--- src/rtl/uart_loader.sv ---
// UART boot loader: receives an 8N1 byte stream carrying a little-endian word count
// followed by that many little-endian words, and writes each word to RAM.
module uart_loader #(
    parameter int unsigned CLK_FREQ  = 50_000_000,
    parameter int unsigned BAUD      = 115200,
    parameter logic [31:0] BASE_ADDR = 32'h0000_0000
) (
    input  logic        clk_i,
    input  logic        rst_i,
    input  logic        rx_i,
    output logic        data_we_o,
    output logic [3:0]  data_be_o,
    output logic [31:0] data_addr_o,
    output logic [31:0] data_wdata_o,
    output logic        busy_o,
    output logic        done_o,
    output logic        err_o
);

    localparam int unsigned CLKS_PER_BIT = CLK_FREQ / BAUD;
    localparam int unsigned HALF_BIT     = CLKS_PER_BIT / 2;
    localparam int unsigned CNT_W        = $clog2(CLKS_PER_BIT);
    localparam int unsigned WORD_W       = 32;
    localparam logic [CNT_W-1:0] BIT_LAST  = CNT_W'(CLKS_PER_BIT - 1);
    localparam logic [CNT_W-1:0] HALF_LAST = CNT_W'(HALF_BIT - 1);

    typedef enum logic [1:0] {
        RX_IDLE,
        RX_START,
        RX_DATA,
        RX_STOP
    } rx_state_t;

    typedef enum logic [1:0] {
        LD_LEN,
        LD_LOAD,
        LD_DONE,
        LD_FAULT
    } ld_state_t;

    // Two-flop synchronizer on the asynchronous serial line
    logic r_rx_meta;
    logic r_rx_sync;

    always_ff @(posedge clk_i) begin
        if (rst_i) begin
            r_rx_meta <= 1'b1;
            r_rx_sync <= 1'b1;
        end else begin
            r_rx_meta <= rx_i;
            r_rx_sync <= r_rx_meta;
        end
    end

    rx_state_t        r_rx_state;
    rx_state_t        w_rx_state_nxt;
    logic [CNT_W-1:0] r_clk_cnt;
    logic [CNT_W-1:0] w_clk_cnt_nxt;
    logic [2:0]       r_bit_cnt;
    logic [2:0]       w_bit_cnt_nxt;
    logic [7:0]       r_shift;
    logic [7:0]       w_shift_nxt;
    logic             r_byte_valid;
    logic             w_byte_valid_nxt;
    logic             r_frame_err;
    logic             w_frame_err_nxt;

    always_ff @(posedge clk_i) begin
        if (rst_i) begin
            r_rx_state   <= RX_IDLE;
            r_clk_cnt    <= '0;
            r_bit_cnt    <= '0;
            r_shift      <= '0;
            r_byte_valid <= 1'b0;
            r_frame_err  <= 1'b0;
        end else begin
            r_rx_state   <= w_rx_state_nxt;
            r_clk_cnt    <= w_clk_cnt_nxt;
            r_bit_cnt    <= w_bit_cnt_nxt;
            r_shift      <= w_shift_nxt;
            r_byte_valid <= w_byte_valid_nxt;
            r_frame_err  <= w_frame_err_nxt;
        end
    end

    // Receiver: start bit is re-checked at mid-bit so short low glitches are dropped
    always_comb begin
        w_rx_state_nxt   = r_rx_state;
        w_clk_cnt_nxt    = r_clk_cnt;
        w_bit_cnt_nxt    = r_bit_cnt;
        w_shift_nxt      = r_shift;
        w_byte_valid_nxt = 1'b0;
        w_frame_err_nxt  = 1'b0;
        case (r_rx_state)
            RX_IDLE: begin
                if (!r_rx_sync) begin
                    w_rx_state_nxt = RX_START;
                    w_clk_cnt_nxt  = '0;
                    w_bit_cnt_nxt  = '0;
                end
            end
            RX_START: begin
                if (r_clk_cnt == HALF_LAST) begin
                    w_clk_cnt_nxt  = '0;
                    w_rx_state_nxt = r_rx_sync ? RX_IDLE : RX_DATA;
                end else begin
                    w_clk_cnt_nxt = r_clk_cnt + CNT_W'(1);
                end
            end
            RX_DATA: begin
                if (r_clk_cnt == BIT_LAST) begin
                    w_clk_cnt_nxt = '0;
                    w_shift_nxt   = {r_rx_sync, r_shift[7:1]};
                    w_bit_cnt_nxt = r_bit_cnt + 3'd1;
                    if (r_bit_cnt == 3'd7) begin
                        w_rx_state_nxt = RX_STOP;
                    end
                end else begin
                    w_clk_cnt_nxt = r_clk_cnt + CNT_W'(1);
                end
            end
            RX_STOP: begin
                if (r_clk_cnt == BIT_LAST) begin
                    w_clk_cnt_nxt    = '0;
                    w_rx_state_nxt   = RX_IDLE;
                    w_byte_valid_nxt = r_rx_sync;
                    w_frame_err_nxt  = !r_rx_sync;
                end else begin
                    w_clk_cnt_nxt = r_clk_cnt + CNT_W'(1);
                end
            end
            default: begin
                w_rx_state_nxt = RX_IDLE;
            end
        endcase
    end

    ld_state_t         r_ld_state;
    ld_state_t         w_ld_state_nxt;
    logic [1:0]        r_byte_cnt;
    logic [1:0]        w_byte_cnt_nxt;
    logic [WORD_W-1:0] r_word;
    logic [WORD_W-1:0] w_word_nxt;
    logic [WORD_W-1:0] w_word_asm;
    logic [WORD_W-1:0] r_count;
    logic [WORD_W-1:0] w_count_nxt;
    logic [WORD_W-1:0] r_index;
    logic [WORD_W-1:0] w_index_nxt;
    logic              r_we;
    logic              w_we_nxt;
    logic [3:0]        r_be;
    logic [3:0]        w_be_nxt;
    logic [WORD_W-1:0] r_addr;
    logic [WORD_W-1:0] w_addr_nxt;
    logic [WORD_W-1:0] r_wdata;
    logic [WORD_W-1:0] w_wdata_nxt;
    logic              r_busy;
    logic              w_busy_nxt;
    logic              r_done;
    logic              w_done_nxt;
    logic              r_err;
    logic              w_err_nxt;

    assign w_word_asm = {r_shift, r_word[WORD_W-1:8]};

    always_ff @(posedge clk_i) begin
        if (rst_i) begin
            r_ld_state <= LD_LEN;
            r_byte_cnt <= '0;
            r_word     <= '0;
            r_count    <= '0;
            r_index    <= '0;
            r_we       <= 1'b0;
            r_be       <= '0;
            r_addr     <= BASE_ADDR;
            r_wdata    <= '0;
            r_busy     <= 1'b0;
            r_done     <= 1'b0;
            r_err      <= 1'b0;
        end else begin
            r_ld_state <= w_ld_state_nxt;
            r_byte_cnt <= w_byte_cnt_nxt;
            r_word     <= w_word_nxt;
            r_count    <= w_count_nxt;
            r_index    <= w_index_nxt;
            r_we       <= w_we_nxt;
            r_be       <= w_be_nxt;
            r_addr     <= w_addr_nxt;
            r_wdata    <= w_wdata_nxt;
            r_busy     <= w_busy_nxt;
            r_done     <= w_done_nxt;
            r_err      <= w_err_nxt;
        end
    end

    // Loader: count header, then word writes; a framing error abandons any partial word
    always_comb begin
        w_ld_state_nxt = r_ld_state;
        w_byte_cnt_nxt = r_byte_cnt;
        w_word_nxt     = r_word;
        w_count_nxt    = r_count;
        w_index_nxt    = r_index;
        w_we_nxt       = 1'b0;
        w_be_nxt       = 4'b0000;
        w_addr_nxt     = r_addr;
        w_wdata_nxt    = r_wdata;
        w_err_nxt      = r_err;
        case (r_ld_state)
            LD_LEN: begin
                if (r_frame_err) begin
                    w_err_nxt      = 1'b1;
                    w_ld_state_nxt = LD_FAULT;
                end else if (r_byte_valid) begin
                    w_word_nxt     = w_word_asm;
                    w_byte_cnt_nxt = r_byte_cnt + 2'd1;
                    if (r_byte_cnt == 2'd3) begin
                        w_count_nxt    = w_word_asm;
                        w_index_nxt    = '0;
                        w_ld_state_nxt = (w_word_asm == '0) ? LD_DONE : LD_LOAD;
                    end
                end
            end
            LD_LOAD: begin
                if (r_frame_err) begin
                    w_err_nxt      = 1'b1;
                    w_ld_state_nxt = LD_FAULT;
                end else if (r_byte_valid) begin
                    w_word_nxt     = w_word_asm;
                    w_byte_cnt_nxt = r_byte_cnt + 2'd1;
                    if (r_byte_cnt == 2'd3) begin
                        w_we_nxt    = 1'b1;
                        w_be_nxt    = 4'b1111;
                        w_addr_nxt  = BASE_ADDR + {r_index[WORD_W-3:0], 2'b00};
                        w_wdata_nxt = w_word_asm;
                        w_index_nxt = r_index + 32'd1;
                        if (r_index == r_count - 32'd1) begin
                            w_ld_state_nxt = LD_DONE;
                        end
                    end
                end
            end
            LD_DONE: begin
                if (r_frame_err) begin
                    w_err_nxt = 1'b1;
                end
            end
            LD_FAULT: begin
                w_ld_state_nxt = LD_FAULT;
            end
            default: begin
                w_ld_state_nxt = LD_FAULT;
            end
        endcase
        w_busy_nxt = (w_ld_state_nxt == LD_LOAD) ||
                     ((w_ld_state_nxt == LD_LEN) && (w_byte_cnt_nxt != 2'd0));
        w_done_nxt = (r_ld_state == LD_DONE);
    end

    assign data_we_o    = r_we;
    assign data_be_o    = r_be;
    assign data_addr_o  = r_addr;
    assign data_wdata_o = r_wdata;
    assign busy_o       = r_busy;
    assign done_o       = r_done;
    assign err_o        = r_err;

endmodule

--- config.mk ---
export PLATFORM = sky130hd
export DESIGN_NAME = uart_loader
export DESIGN_NICKNAME = d
export VERILOG_FILES = /design/src/rtl/uart_loader.sv
export SDC_FILE = /design/constraint.sdc
export NUM_CORES = 1
export LEC_CHECK = 0
export CAP_MARGIN = 20
export CELL_PAD_IN_SITES_DETAIL_PLACEMENT = 1
export CELL_PAD_IN_SITES_GLOBAL_PLACEMENT = 1
export CORE_MARGIN = 4
export CORE_UTILIZATION = 40
export CTS_CLUSTER_SIZE = 14
export DETAILED_ROUTE_END_ITERATION = 8
export PLACE_DENSITY_LB_ADDON = 0.3
export SYNTH_ARGS = -nofsm -noshare
export SYNTH_HDL_FRONTEND = slang
export SYNTH_SLANG_ARGS = --single-unit
--- constraint.sdc ---
create_clock -name clk_i -period 5.6 [get_ports clk_i]
set_input_delay 0.84 -clock clk_i [delete_from_list [all_inputs] [get_ports clk_i]]
set_output_delay 0.84 -clock clk_i [all_outputs]
set_load 0.01 [all_outputs]
==> metrics.log <==
[metrics] number of enable flip-flop cells after synthesis: 0
[metrics] area fraction of the dominant cell type after synthesis: 44.1%
[metrics] most congested layer reported by global routing: met2
[metrics] M2 GR Usage: 34.7%
[metrics] H-tree level count: 4
[metrics] GR Layer Usage met3: 3.81%
[metrics] number of failing hold endpoints at the final stage: 0
[metrics] initial antenna violation count: 0
[metrics] Sinks on Clock Net: 184
[metrics] hold buffers post-CTS: 0
[metrics] Post-DP HPWL: 16,700 um
[metrics] Post-Syn Area: 8360 um2
[metrics] Max Buffers Root-to-Sink: 2
[metrics] wire length of the first global-routing pass: 39,100 um
[metrics] most used flip-flop cell after synthesis: sky130_fd_sc_hd__dfxtp_1
[metrics] setup repair bufs after CTS: 0
[metrics] wire length after detailed routing: 23,400 um
[metrics] CTS Root Buffer Type: sky130_fd_sc_hd__clkbuf_16
[metrics] FMAX: 294 MHz
[metrics] biggest area contributors in the synthesized netlist: sky130_fd_sc_hd__dfxtp_1, sky130_fd_sc_hd__nand2_1, sky130_fd_sc_hd__a21oi_1
[metrics] GRT Resource Usage Total: 20.2%
[metrics] GRT overflow: 0
[metrics] number of detailed-route iterations in the first pass: 4
[metrics] internal power consumption: 1970 uW
[metrics] Vias: 7,393
[metrics] mean cell area of the mapped netlist: 7.86 um2
[metrics] standard-cell rows: 52
[metrics] number of buffers created by CTS: 17
[metrics] ratio of total power to cell area: 261 nW/um2
[metrics] final setup violation count: 0
[metrics] setup repair after global routing missed its margin: no
[metrics] count of synthesis-stage warnings from yosys: 0
[metrics] placer's final routability congestion estimate: 0.894
[metrics] portion of total power attributed to combinational logic: 1.3%
[metrics] minimum hold slack: 0.413 ns
[metrics] flip-flop and latch count after synthesis: 184
[metrics] leakage power: 0.00339 uW
[metrics] Filler Cells Inserted: 2,482
[metrics] Net Sw Frac: 22.9%
[metrics] arrival time of data at the critical path endpoint: 3.72 ns
[metrics] portion of total power attributed to the clock network: 47.3%
[metrics] start-to-end type of the worst setup path: reg2reg
[metrics] run status: finished clean
[metrics] Core ar.: 20,400 um2
[metrics] starting density of the core: 41.0%
[metrics] ANT cells: 0
[metrics] final setup skew: 0.0115 ns
[metrics] post-synthesis sequential area ratio: 44.1%
[metrics] pin count of the biggest net entering global routing: 56
[metrics] Total Power: 2550 uW
[metrics] Die Ht: 153 um
[metrics] number of cells on the worst hold path: 1
[metrics] kind of capture point of the worst setup path: flop
[metrics] TritonCTS clock tree: built
[metrics] total of max-cap violations: 0
[metrics] Critical Path Start Type: flop
[metrics] fin crit share: 60.8%
[metrics] cts repair resizes: 0
[metrics] number of DRC violations after detailed routing: 0
[metrics] Worst IR Drop VDD: 0.223 mV
[metrics] worst hold path type: reg2reg
[metrics] count of placed standard cells including taps: 1,341
[metrics] count of cells along the worst register-to-register path: 7
[metrics] Min Clock Period, post-route: 3.40 ns
[metrics] Vias/cell: 5.38
[metrics] global routing met1 resource utilization: 25.8%
[metrics] count of buffers inserted at the top-level ports: 72
[metrics] number of nets with antenna violations after detailed routing: 0
[metrics] count of placed standard cells in the final layout, fillers left out: 1,374
[metrics] top-level I/O count: 75
[metrics] iteration-0 DRC count of the detailed router: 350
[metrics] transition time at the pin with the least slew margin: 1.04 ns
[metrics] insertion delay of the later-clocked pin in the worst-skew pair: 0.44 ns
[metrics] clock slew seen by the registers of the worst setup and hold paths: 0.07 ns
[metrics] share of async-settable or async-resettable flops after synthesis: 0%
[metrics] layout cells sized above 1: 5.89%
[metrics] Die Outline Area: 23,300 um2
[metrics] Final Max Tran Viols: 0
[metrics] sum of negative setup slack: 0 ns
[metrics] number of global-route vias before repair: 7,423
[metrics] Worst R2R Start: r_count[2]$_SDFFE_PP0P_
[metrics] critical path startpoint: r_count[2]$_SDFFE_PP0P_
[metrics] chip width: 153 um
[metrics] part of the total power dissipated in sequential elements: 51.3%
[metrics] synthesized instance count: 1,063
[metrics] startpoint of the worst hold path: r_rx_meta$_SDFF_PP1_
[metrics] count of cell types in the netlist: 67
[metrics] Crit path required time: 5.92 ns
[metrics] largest fanout of any net on the critical path: 9
[metrics] biggest area consumer among synthesized cells: sky130_fd_sc_hd__dfxtp_1
[metrics] synthesis-to-finish area growth: 16.9%
[metrics] final net count: 1,102
[metrics] wire per inst: 17.0 um
[metrics] max-slew headroom at the worst pin: 30.8%
[metrics] net switching power: 585 uW
kinds of logic (layout without fill, tap and decap cells):
logic type               count (synthesis)  after routing  synth area share (%)
adder cells (fa/ha/maj)                  8              8                  1.20
buffers and inverters                   84            124                  4.19
AO/OA/AOI/OAI                          210            210                  14.2
flip-flops                             184            184                  44.1
XOR/XNOR                                63             63                  6.95
multiplexers                             5              5                 0.629
AND/OR/NAND/NOR                        508            508                  28.7
other                                    1              2                0.0449
worst max-delay path: stages (launching register included):
cell and delay [ns]:
sky130_fd_sc_hd__dfxtp_1 0.40, sky130_fd_sc_hd__nor4_4 0.59, sky130_fd_sc_hd__nand4_4 0.26, sky130_fd_sc_hd__a2111oi_0 0.55, sky130_fd_sc_hd__o22ai_1 0.15, sky130_fd_sc_hd__or4_1 0.50, sky130_fd_sc_hd__or4_4 0.60, sky130_fd_sc_hd__o31a_1 0.26
state kept, by name, indices dropped and copies added, names as in the netlist, named ones only:
register / cells
data_wdata_o: 32
r_byte_valid: 1
r_bit_cnt: 3
err_o: 1
data_addr_o: 30
r_clk_cnt: 9
r_shift: 8
busy_o: 1
r_rx_meta: 1
r_frame_err: 1
r_byte_cnt: 2
r_count: 32
r_word: 24
r_rx_sync: 1
data_be_o: 1
r_rx_state: 1
done_o: 1
r_ld_state: 2
r_index: 32
cell type report:
class                           instances  area, um2  share of cell area, %
Multi-Input combinational cell        796       4330                   44.3
Sequential cell                       184       3680                   37.7
Timing Repair Buffer                   82        793                   8.12
Clock buffer                           20        457                   4.68
Tap cell                              270        338                   3.46
Clock inverter                         12        128                   1.31
Inverter                               10       37.5                  0.384
cell usage after synthesis (3+ instances only):
master and instances:
sky130_fd_sc_hd__nor2_1 77, sky130_fd_sc_hd__a2111oi_0 3, sky130_fd_sc_hd__nor3b_1 6, sky130_fd_sc_hd__and2_1 6, sky130_fd_sc_hd__ha_1 8, sky130_fd_sc_hd__o21a_1 4
sky130_fd_sc_hd__o31ai_1 6, sky130_fd_sc_hd__and3_1 15, sky130_fd_sc_hd__xnor2_1 26, sky130_fd_sc_hd__o22ai_1 3, sky130_fd_sc_hd__o2111ai_1 3, sky130_fd_sc_hd__or3_1 8
sky130_fd_sc_hd__nor2b_1 4, sky130_fd_sc_hd__nand3_1 23, sky130_fd_sc_hd__o31a_1 3, sky130_fd_sc_hd__and4_1 5, sky130_fd_sc_hd__xor2_1 35, sky130_fd_sc_hd__buf_4 6
sky130_fd_sc_hd__or4_1 6, sky130_fd_sc_hd__nor3_1 14, sky130_fd_sc_hd__nand2b_1 4, sky130_fd_sc_hd__nand4b_1 4, sky130_fd_sc_hd__nand3b_1 5, sky130_fd_sc_hd__nand4_1 15
sky130_fd_sc_hd__dfxtp_1 184, sky130_fd_sc_hd__nor4_4 3, sky130_fd_sc_hd__or2_2 4, sky130_fd_sc_hd__clkbuf_1 61, sky130_fd_sc_hd__mux2i_1 3, sky130_fd_sc_hd__nor4bb_1 3
sky130_fd_sc_hd__a21oi_1 150, sky130_fd_sc_hd__nand2_1 279, sky130_fd_sc_hd__o21ai_0 19, sky130_fd_sc_hd__nor4_1 15, sky130_fd_sc_hd__inv_1 10
metal layers:
| metal | vias up | wire length [um] |
|---|---|---|
| met1 | 3594 | 10700 |
| li1 | 3670 | - |
| met3 | 30 | 633 |
| met4 | 0 | 530 |
| met2 | 99 | 11500 |
| met5 | - | 0 |
stage by stage:
step | util (%) | cell area (um2) | worst slack [ns]
after floorplan | - | 8360 | 2.72
after global placement | 45.1 | 9180 | 2.33
after detailed placement | 45.1 | 9180 | 2.22
after CTS | 47.9 | 9760 | 2.21
after global routing | 48.0 | 9770 | 2.06
final | 48.0 | 9770 | 2.20
worst paths after layout:
check	slack [ns]	endpoint
worst max register to register	2.20	r_ld_state[0]$_SDFF_PP0_
worst min-delay path	0.41	r_rx_sync$_SDFF_PP1_
worst max-delay path	2.20	r_ld_state[0]$_SDFF_PP0_
worst min register to register	0.41	r_rx_sync$_SDFF_PP1_
power groups by stage:
stage | logic, uW | registers, uW | clock network [uW]
2_1_floorplan | 27.4 | 1340 | 0
3_3_place_gp | 33.8 | 1340 | 0
3_5_place_dp | 34.0 | 1340 | 0
4_1_cts | 34.3 | 1310 | 1240
5_1_grt | 38.4 | 1310 | 1300
6_report | 34.0 | 1310 | 1210
placed cells by master, fill, tap and decap left out, types with 10 or more instances in the layout:
| master | synthesis | routed |
|---|---|---|
| sky130_fd_sc_hd__a21oi_1 | 150 | 150 |
| sky130_fd_sc_hd__and3_1 | 15 | 15 |
| sky130_fd_sc_hd__buf_4 | 6 | 11 |
| sky130_fd_sc_hd__clkbuf_16 | 0 | 17 |
| sky130_fd_sc_hd__clkdlybuf4s50_1 | 0 | 71 |
| sky130_fd_sc_hd__dfxtp_1 | 184 | 184 |
| sky130_fd_sc_hd__inv_1 | 10 | 10 |
| sky130_fd_sc_hd__nand2_1 | 279 | 278 |
| sky130_fd_sc_hd__nand3_1 | 23 | 23 |
| sky130_fd_sc_hd__nand4_1 | 15 | 15 |
| sky130_fd_sc_hd__nor2_1 | 77 | 77 |
| sky130_fd_sc_hd__nor3_1 | 14 | 14 |
| sky130_fd_sc_hd__nor4_1 | 15 | 15 |
| sky130_fd_sc_hd__o21ai_0 | 19 | 19 |
| sky130_fd_sc_hd__xnor2_1 | 26 | 26 |
| sky130_fd_sc_hd__xor2_1 | 35 | 35 |
Note: power is estimated with default switching activity, not from simulation.
